===== src/rtl/note_plotter_8.sv =====
// note_plotter_8: redraws one lane's note block on a VGA adapter.
// When the upstream y position changes, the block at the previous row is
// erased pixel by pixel, then the block is drawn at the new row. Pixels are
// emitted one per clock in raster order (cx fastest, then cy).
module note_plotter_8 #(
   parameter logic [8:0] X_BASE      = 9'd40,
   parameter int         BLK_W       = 8,
   parameter int         BLK_H       = 4,
   parameter logic [2:0] NOTE_COLOUR = 3'b100
) (
   input  logic       clk,
   input  logic       reset,
   input  logic       data_en,
   input  logic [7:0] data,
   output logic [8:0] x,
   output logic [7:0] y,
   output logic [2:0] colour,
   output logic       plot,
   output logic       busy,
   output logic       done
);

   typedef enum logic [1:0] {
      IDLE  = 2'd0,
      ERASE = 2'd1,
      DRAW  = 2'd2
   } state_t;

   localparam logic [3:0] CX_LAST = 4'(BLK_W - 1);
   localparam logic [3:0] CY_LAST = 4'(BLK_H - 1);

   state_t     state;
   state_t     state_next;
   logic [7:0] last_y;
   logic [7:0] new_y;
   logic       drawn;
   logic [3:0] cx;
   logic [3:0] cy;
   // Set once the final DRAW pixel has been emitted; the following cycle
   // closes the sequence (done pulse, last_y update) and returns to IDLE.
   logic       draw_end;
   logic       trigger;
   logic       blk_last;

   // Trigger detection, block-end detection and next-state selection
   always_comb begin
      trigger    = data_en && (!drawn || (data != last_y));
      blk_last   = (cx == CX_LAST) && (cy == CY_LAST);
      state_next = state;
      case (state)
         IDLE: begin
            if (trigger) begin
               state_next = drawn ? ERASE : DRAW;
            end
         end
         ERASE: begin
            if (blk_last) begin
               state_next = DRAW;
            end
         end
         DRAW: begin
            if (draw_end) begin
               state_next = IDLE;
            end
         end
         default: state_next = IDLE;
      endcase
   end

   // State register
   always_ff @(posedge clk) begin
      if (reset) begin
         state <= IDLE;
      end else begin
         state <= state_next;
      end
   end

   // Datapath: block counters, row bookkeeping and registered pixel outputs
   always_ff @(posedge clk) begin
      if (reset) begin
         last_y   <= 8'd0;
         new_y    <= 8'd0;
         drawn    <= 1'b0;
         cx       <= 4'd0;
         cy       <= 4'd0;
         draw_end <= 1'b0;
         x        <= 9'd0;
         y        <= 8'd0;
         colour   <= 3'b000;
         plot     <= 1'b0;
         busy     <= 1'b0;
         done     <= 1'b0;
      end else begin
         plot <= 1'b0;
         busy <= 1'b0;
         done <= 1'b0;
         case (state)
            IDLE: begin
               if (trigger) begin
                  new_y <= data;
                  cx    <= 4'd0;
                  cy    <= 4'd0;
               end
            end
            ERASE: begin
               x      <= X_BASE + {5'd0, cx};
               y      <= last_y + {4'd0, cy};
               colour <= 3'b000;
               plot   <= 1'b1;
               busy   <= 1'b1;
               if (blk_last) begin
                  cx <= 4'd0;
                  cy <= 4'd0;
               end else if (cx == CX_LAST) begin
                  cx <= 4'd0;
                  cy <= cy + 4'd1;
               end else begin
                  cx <= cx + 4'd1;
               end
            end
            DRAW: begin
               if (draw_end) begin
                  draw_end <= 1'b0;
                  done     <= 1'b1;
                  last_y   <= new_y;
                  drawn    <= 1'b1;
               end else begin
                  x      <= X_BASE + {5'd0, cx};
                  y      <= new_y + {4'd0, cy};
                  colour <= NOTE_COLOUR;
                  plot   <= 1'b1;
                  busy   <= 1'b1;
                  if (blk_last) begin
                     draw_end <= 1'b1;
                     cx       <= 4'd0;
                     cy       <= 4'd0;
                  end else if (cx == CX_LAST) begin
                     cx <= 4'd0;
                     cy <= cy + 4'd1;
                  end else begin
                     cx <= cx + 4'd1;
                  end
               end
            end
            default: begin
               draw_end <= 1'b0;
            end
         endcase
      end
   end

endmodule


===== config.mk =====
export PLATFORM = sky130hd
export DESIGN_NAME = note_plotter_8
export DESIGN_NICKNAME = d
export VERILOG_FILES = /design/src/rtl/note_plotter_8.sv
export SDC_FILE = /design/constraint.sdc
export NUM_CORES = 1
export LEC_CHECK = 0
export BUFFER_PORTS_ARGS = -buffer_cell sky130_fd_sc_hd__buf_4
export CAP_MARGIN = 15
export CORE_MARGIN = 2
export CORE_UTILIZATION = 55
export DETAILED_ROUTE_END_ITERATION = 16
export PLACE_DENSITY = 0.77
export SLEW_MARGIN = 0
export SYNTH_ARGS = -nofsm -noshare
export SYNTH_HDL_FRONTEND = slang
export SYNTH_SLANG_ARGS = --single-unit

===== constraint.sdc =====
create_clock -name clk -period 5.7 [get_ports clk]
set_input_delay 1.14 -clock clk [delete_from_list [all_inputs] [get_ports clk]]
set_output_delay 1.14 -clock clk [all_outputs]
set_load 0.05 [all_outputs]

==> Yosys cells after proc, flatten, opt, wreduce, memory -nomap -nowiden <==
Index checks and enable logic that the tools add are counted.
{ "totals": {"register_bits": 50, "input_bits": 11, "latchBits": 0, "mem_bits_rw": 0, "mem_count": 0, "word_cells": 67, "rom_bits": 0} }
{ "op_classes": {"add_sub_neg": 5, "multipliers": 0, "n_eq_ne": 9, "n_shift": 0, "div_mod_pow": 0, "n_bitwise": 1, "reduce_logical": 14, "n_mux": 26, "order_cmp": 0} }
{ "ops": {"columns": ["cell", "count"], "rows": [
  ["$mux W4", 7],
  ["$pmux W4 S3", 2],
  ["$pmux W9 S2", 1],
  ["$add A8 B4 Y8", 2],
  ["$pmux W8 S2", 1],
  ["$mux W9", 1],
  ["$add A4 B1 Y4 const B", 2],
  ["$mux W2", 4],
  ["$mux W8", 1],
  ["$ne A2 B2 Y1 const B", 4],
  ["$ne A8 B8 Y1", 1],
  ["$add A6 B4 Y7 const A", 1],
  ["$pmux W2 S3", 1],
  ["$pmux W3 S2", 1],
  ["$reduce_and A2 Y1", 3],
  ["$reduce_and A3 Y1", 2],
  ["$eq A4 B2 Y1 const B", 1],
  ["$eq A4 B3 Y1 const B", 1],
  ["$mux W1", 4],
  ["$pmux W1 S2", 2],
  ["$reduce_or A2 Y1", 2],
  ["$mux W3", 1],
  ["$reduce_bool A3 Y1", 1],
  ["$eq A2 B1 Y1 const B", 1],
  ["7 further kinds", 8]
]} }

==> Longest topological paths before layout <==
{ "depth": {"depth_word": 5, "depth_mapped": 11, "ltp_nobuf": 10} }

==> Worst setup path after synthesis <==
OpenSTA, ideal clock, no wires.
{ "synth_timing": {"path_kind": "input port to flip-flop", "start": "input port data[0]", "end": "register cx[1]", "path_buffers": 1, "cell_stages": 6, "slack_ns": 3.304, "arrival_time_ns": 2.264, "path_cell_list": "xnor2_1 nand4_2 o31a_1 buf_2 o2111ai_1 a21oi_1"} }
{ "synth_between": {"elab_chain_len": 5} }
{ "synth_rtl": {"columns": ["item", "line", "source"], "rows": [
  ["from (decl)", "14", "input logic [7:0] data,"],
  ["$ne A8 B8 Y1", "47", "trigger = data_en && (!drawn || (data != last_y));"],
  ["$logic_or A1 B1 Y1", "47", null],
  ["$logic_and A1 B1 Y1", "47", null],
  ["$ne A2 B2 Y1 (no line)", null, null],
  ["$reduce_and A3 Y1 (no line)", null, null],
  ["to (signal assigned)", "119", "cx <= cx + 4'd1;"],
  ["to (signal assigned)", "142", "cx <= cx + 4'd1;"],
  ["to (decl)", "37", "logic [3:0] cx;"]
]} }
Every way passes these cells.
A chain may end at the register's enable or synchronous reset.

==> Final worst setup path <==
{ "layout_timing": {"start": "register state[0]", "end": "register y[6]"} }
{ "layout_between": {"elab_chain_len": 3} }
{ "layout_rtl": {"columns": ["item", "line", "source"], "rows": [
  ["from (decl)", "32", "state_t state;"],
  ["from (signal assigned)", "75", "state <= state_next;"],
  ["$eq A2 B2 Y1 or $eq A2 B1 Y1 (tied branches)", "98", "case (state)"],
  ["$ne A2 B2 Y1 (no line) or $reduce_bool A2 Y1 (tied branches)", null, null],
  ["$reduce_and A2 Y1 (no line)", null, null],
  ["to (signal assigned)", "108", "y <= last_y + {4'd0, cy};"],
  ["to (signal assigned)", "130", "y <= new_y + {4'd0, cy};"],
  ["to (decl)", "16", "output logic [7:0] y,"]
]} }
Several ways; a longest one is shown, not always the timed one.

==> qor.yml <==
placement:
  port_buffers: 28
  placedInstanceArea_um2: 2550
  place_congestion: 0.821
  place_worst_setup_slack_ps: 2960
  dpl.hpwl_mm: 3.58
setup_path:
  worstReg2RegEnd: "y[6]$_SDFFE_PP0P_"
  end_kind: "flip-flop"
  worstReg2RegStart: "state[0]$_SDFFE_PP0P_"
  arrival_ps: 2990
  required_ps: 5930
  crit_fanout: 12
  path_class: "flip-flop to flip-flop"
  cp-start-kind: "flip-flop"
  reg2reg_depth: 10
  rrSetupSlack_ps: 2940
synth:
  synth.avg_cell_area_um2: 8.57
  netlist-cell-type-count: 56
  yosysSeqAreaShare: 0.381
  synthCells: 276
  synth-edff-count: 0
  yosysWarnings: 0
  synth-main-ff-cell: "dfxtp_1"
  yosys_register_bits: 45
  syn_area_um2: 2370
  synthArstFlopShare: 0
min_path:
  min_delay_path_depth: 2
  min_to: "y[5]$_SDFFE_PP0P_"
  hold_start: "y[5]$_SDFFE_PP0P_"
  hold_path.class: "flip-flop to flip-flop"
layout:
  diodes: 0
  layout-drive-gt1-share: 0.185
  regArea_um2: 901
  area_growth_pct: 12.5
  num-nets-final: 319
  fin_area_um2: 2660
  multi_input_area_um2: 1350
  fill_cells: 354
clock_network:
  cts_setup_buffers: 0
  ctsHoldBuffers: 0
  cts_resized: 0
  cts_tree: "done"
  clockRootBuffer: "clkbuf_8"
  cts_made_buffers: 5
  clkLatencyLatePin_ps: 300
  cts.sink_count: 45
  clock_path_buffers: 2
  clk_pin_slew_worst_paths_ps: 90
  htree_levels: 2
routing:
  routed_wl_mm: 5.08
  dr.pass1.iters: 4
  routed_via_density: 5.76
  ant_nets: 0
  drt_iter0_drc: 138
  drc: 0
  vias: 1998
  routedWlPerCell_um: 14.6
timing:
  fin_ws_ps: 2940
  fin_skew_ps: 6.44
  setup_viol: 0
  finalCriticalPeriod_ps: 2760
  final.period_utilization: 0.484
  worstMarginPinSlew_ps: 740
  relSlewSlack: 0.506
  whs_ps: 454
  rsz0062_at_grt: "no"
  fmax_ghz: 0.362
  drv_slew: 0
  hold_viol_final: 0
  setup_tns_ps: 0
floorplan:
  rows: 23
  core-area_um2: 4060
  ioPinCount: 34
  die_y_um: 69.6
  die_w_um: 69.6
  start_util: 0.583
  dieArea_um2: 4840
power:
  p_leak_nw: 1.04
  p_total_w: 0.000764
  power_density_nw_per_um2: 287
  vdd_ir_drop_max_mv: 0.220
job:
  maxCapViolations: 0
global_routing:
  grt_start_max_net_pins: 46
  grt_pass1_vias: 1751
  grt_overflow: 0
  grt_antenna_before_repair: 0
  grt_usage: 0.209
  grt_pass1_wl_mm: 8.26
status:
  status: "complete, no violations"
Yosys cell counts (all sizes together) (2+ instances only):
cell type,n,share of area
a211o,2,0.0074
a211oi,4,0.015
a21o,4,0.013
a21oi,36,0.076
a31oi,2,0.0053
and2,2,0.0063
buf,10,0.031
clkbuf,9,0.014
dfxtp,45,0.38
ha,11,0.058
inv,6,0.0095
mux2,8,0.038
nand2,48,0.076
nand2b,3,0.0079
nand3,16,0.034
nand3b,2,0.0079
nand4,2,0.0079
nor2,14,0.025
nor2b,2,0.0053
o2111ai,2,0.0074
o211ai,2,0.0085
o21ai,11,0.025
o21bai,2,0.0063
o311ai,3,0.014
or3,2,0.0074
xnor2,10,0.037
worst max-delay path by stage:
stage,startpoint,endpoint
after detailed placement,state[0]$_SDFFE_PP0P_,y[6]$_SDFFE_PP0P_
after global routing,state[0]$_SDFFE_PP0P_,y[6]$_SDFFE_PP0P_
after global placement,state[0]$_SDFFE_PP0P_,y[6]$_SDFFE_PP0P_
final,state[0]$_SDFFE_PP0P_,y[6]$_SDFFE_PP0P_
after CTS,state[0]$_SDFFE_PP0P_,y[6]$_SDFFE_PP0P_
after floorplan,data[0],cx[1]$_SDFFE_PP0P_
metrics by stage:
step | utilization | std cells
after floorplan | - | 280
after global placement | 0.628 | 339
after detailed placement | 0.628 | 339
after CTS | 0.656 | 347
after global routing | 0.656 | 347
final | 0.656 | 347
routing by layer:
| layer | part of all wire | vias up | GRT usage |
|---|---|---|---|
| li1 | - | 1010 | - |
| met3 | 0.065 | 6 | 0.0422 |
| met4 | 0.010 | 0 | 0.0523 |
| met5 | 0 | - | 0 |
| met2 | 0.44 | 56 | 0.321 |
| met1 | 0.49 | 926 | 0.302 |
layout make-up:
cell class / instances / share of cell area
clock buffers: 7 / 0.0324
inverters: 6 / 0.00846
repair buffers: 28 / 0.0789
well taps: 50 / 0.0235
flip-flops and latches: 45 / 0.338
clock inverters: 1 / 0.0113
multi-input cells: 210 / 0.507
report_power, final:
part | internal (W) | switching [W] | total (W)
Clock | 0.000143 | 0.000107 | 0.000250
Combinational | 0.0000544 | 0.000117 | 0.000172
Sequential | 0.000331 | 0.0000120 | 0.000343
Total | 0.000528 | 0.000236 | 0.000764
cells by family (layout without fill, tap and decap cells):
| family | Yosys count | count (layout) | synth area share |
|---|---|---|---|
| and+or+nand+nor | 98 | 98 | 0.206 |
| AOI/OAI and AO/OA | 76 | 76 | 0.211 |
| DFF | 45 | 45 | 0.381 |
| buffers and inverters | 25 | 42 | 0.0550 |
| adders and majority gates | 12 | 12 | 0.0666 |
| xor gates and xnor gates | 11 | 11 | 0.0407 |
| muxes | 8 | 8 | 0.0381 |
| other | 1 | 5 | 0.00158 |
state kept, by name, indices dropped and copies added (netlist names):
signal / count
done: 1
colour: 1
last_y: 8
new_y: 8
state: 2
cy: 4
drawn: 1
cx: 4
busy: 1
x: 6
y: 8
draw_end: 1
placed cells by master (no fill, tap or decap), types with 2 or more instances in the layout:
cell type | synthesis | final
nor2b_1 | 2 | 2
a21oi_1 | 36 | 36
a21o_1 | 4 | 4
o2111ai_1 | 2 | 2
dfxtp_1 | 45 | 45
o21ai_0 | 6 | 6
o21ai_1 | 4 | 4
a31oi_1 | 2 | 2
xnor2_1 | 10 | 10
o311ai_0 | 2 | 2
nand3_1 | 16 | 16
a211o_1 | 2 | 2
clkbuf_8 | 0 | 6
a211oi_1 | 3 | 3
nand2b_1 | 3 | 3
nor2_1 | 13 | 13
inv_1 | 6 | 6
conb_1 | 1 | 5
o21bai_1 | 2 | 2
mux2_2 | 8 | 8
ha_1 | 11 | 11
buf_4 | 7 | 28
nand2_1 | 48 | 48
worst max-delay path: stages (launching register included):
cell and delay, ps:
dfxtp_1 340, inv_1 80, ha_1 470, mux2_2 400, ha_1 210, fa_1 400, a21o_1 170, a21oi_1 230
nand3b_1 140, nand3_1 70, a21oi_1 160
(Power assumes the default switching activity.)
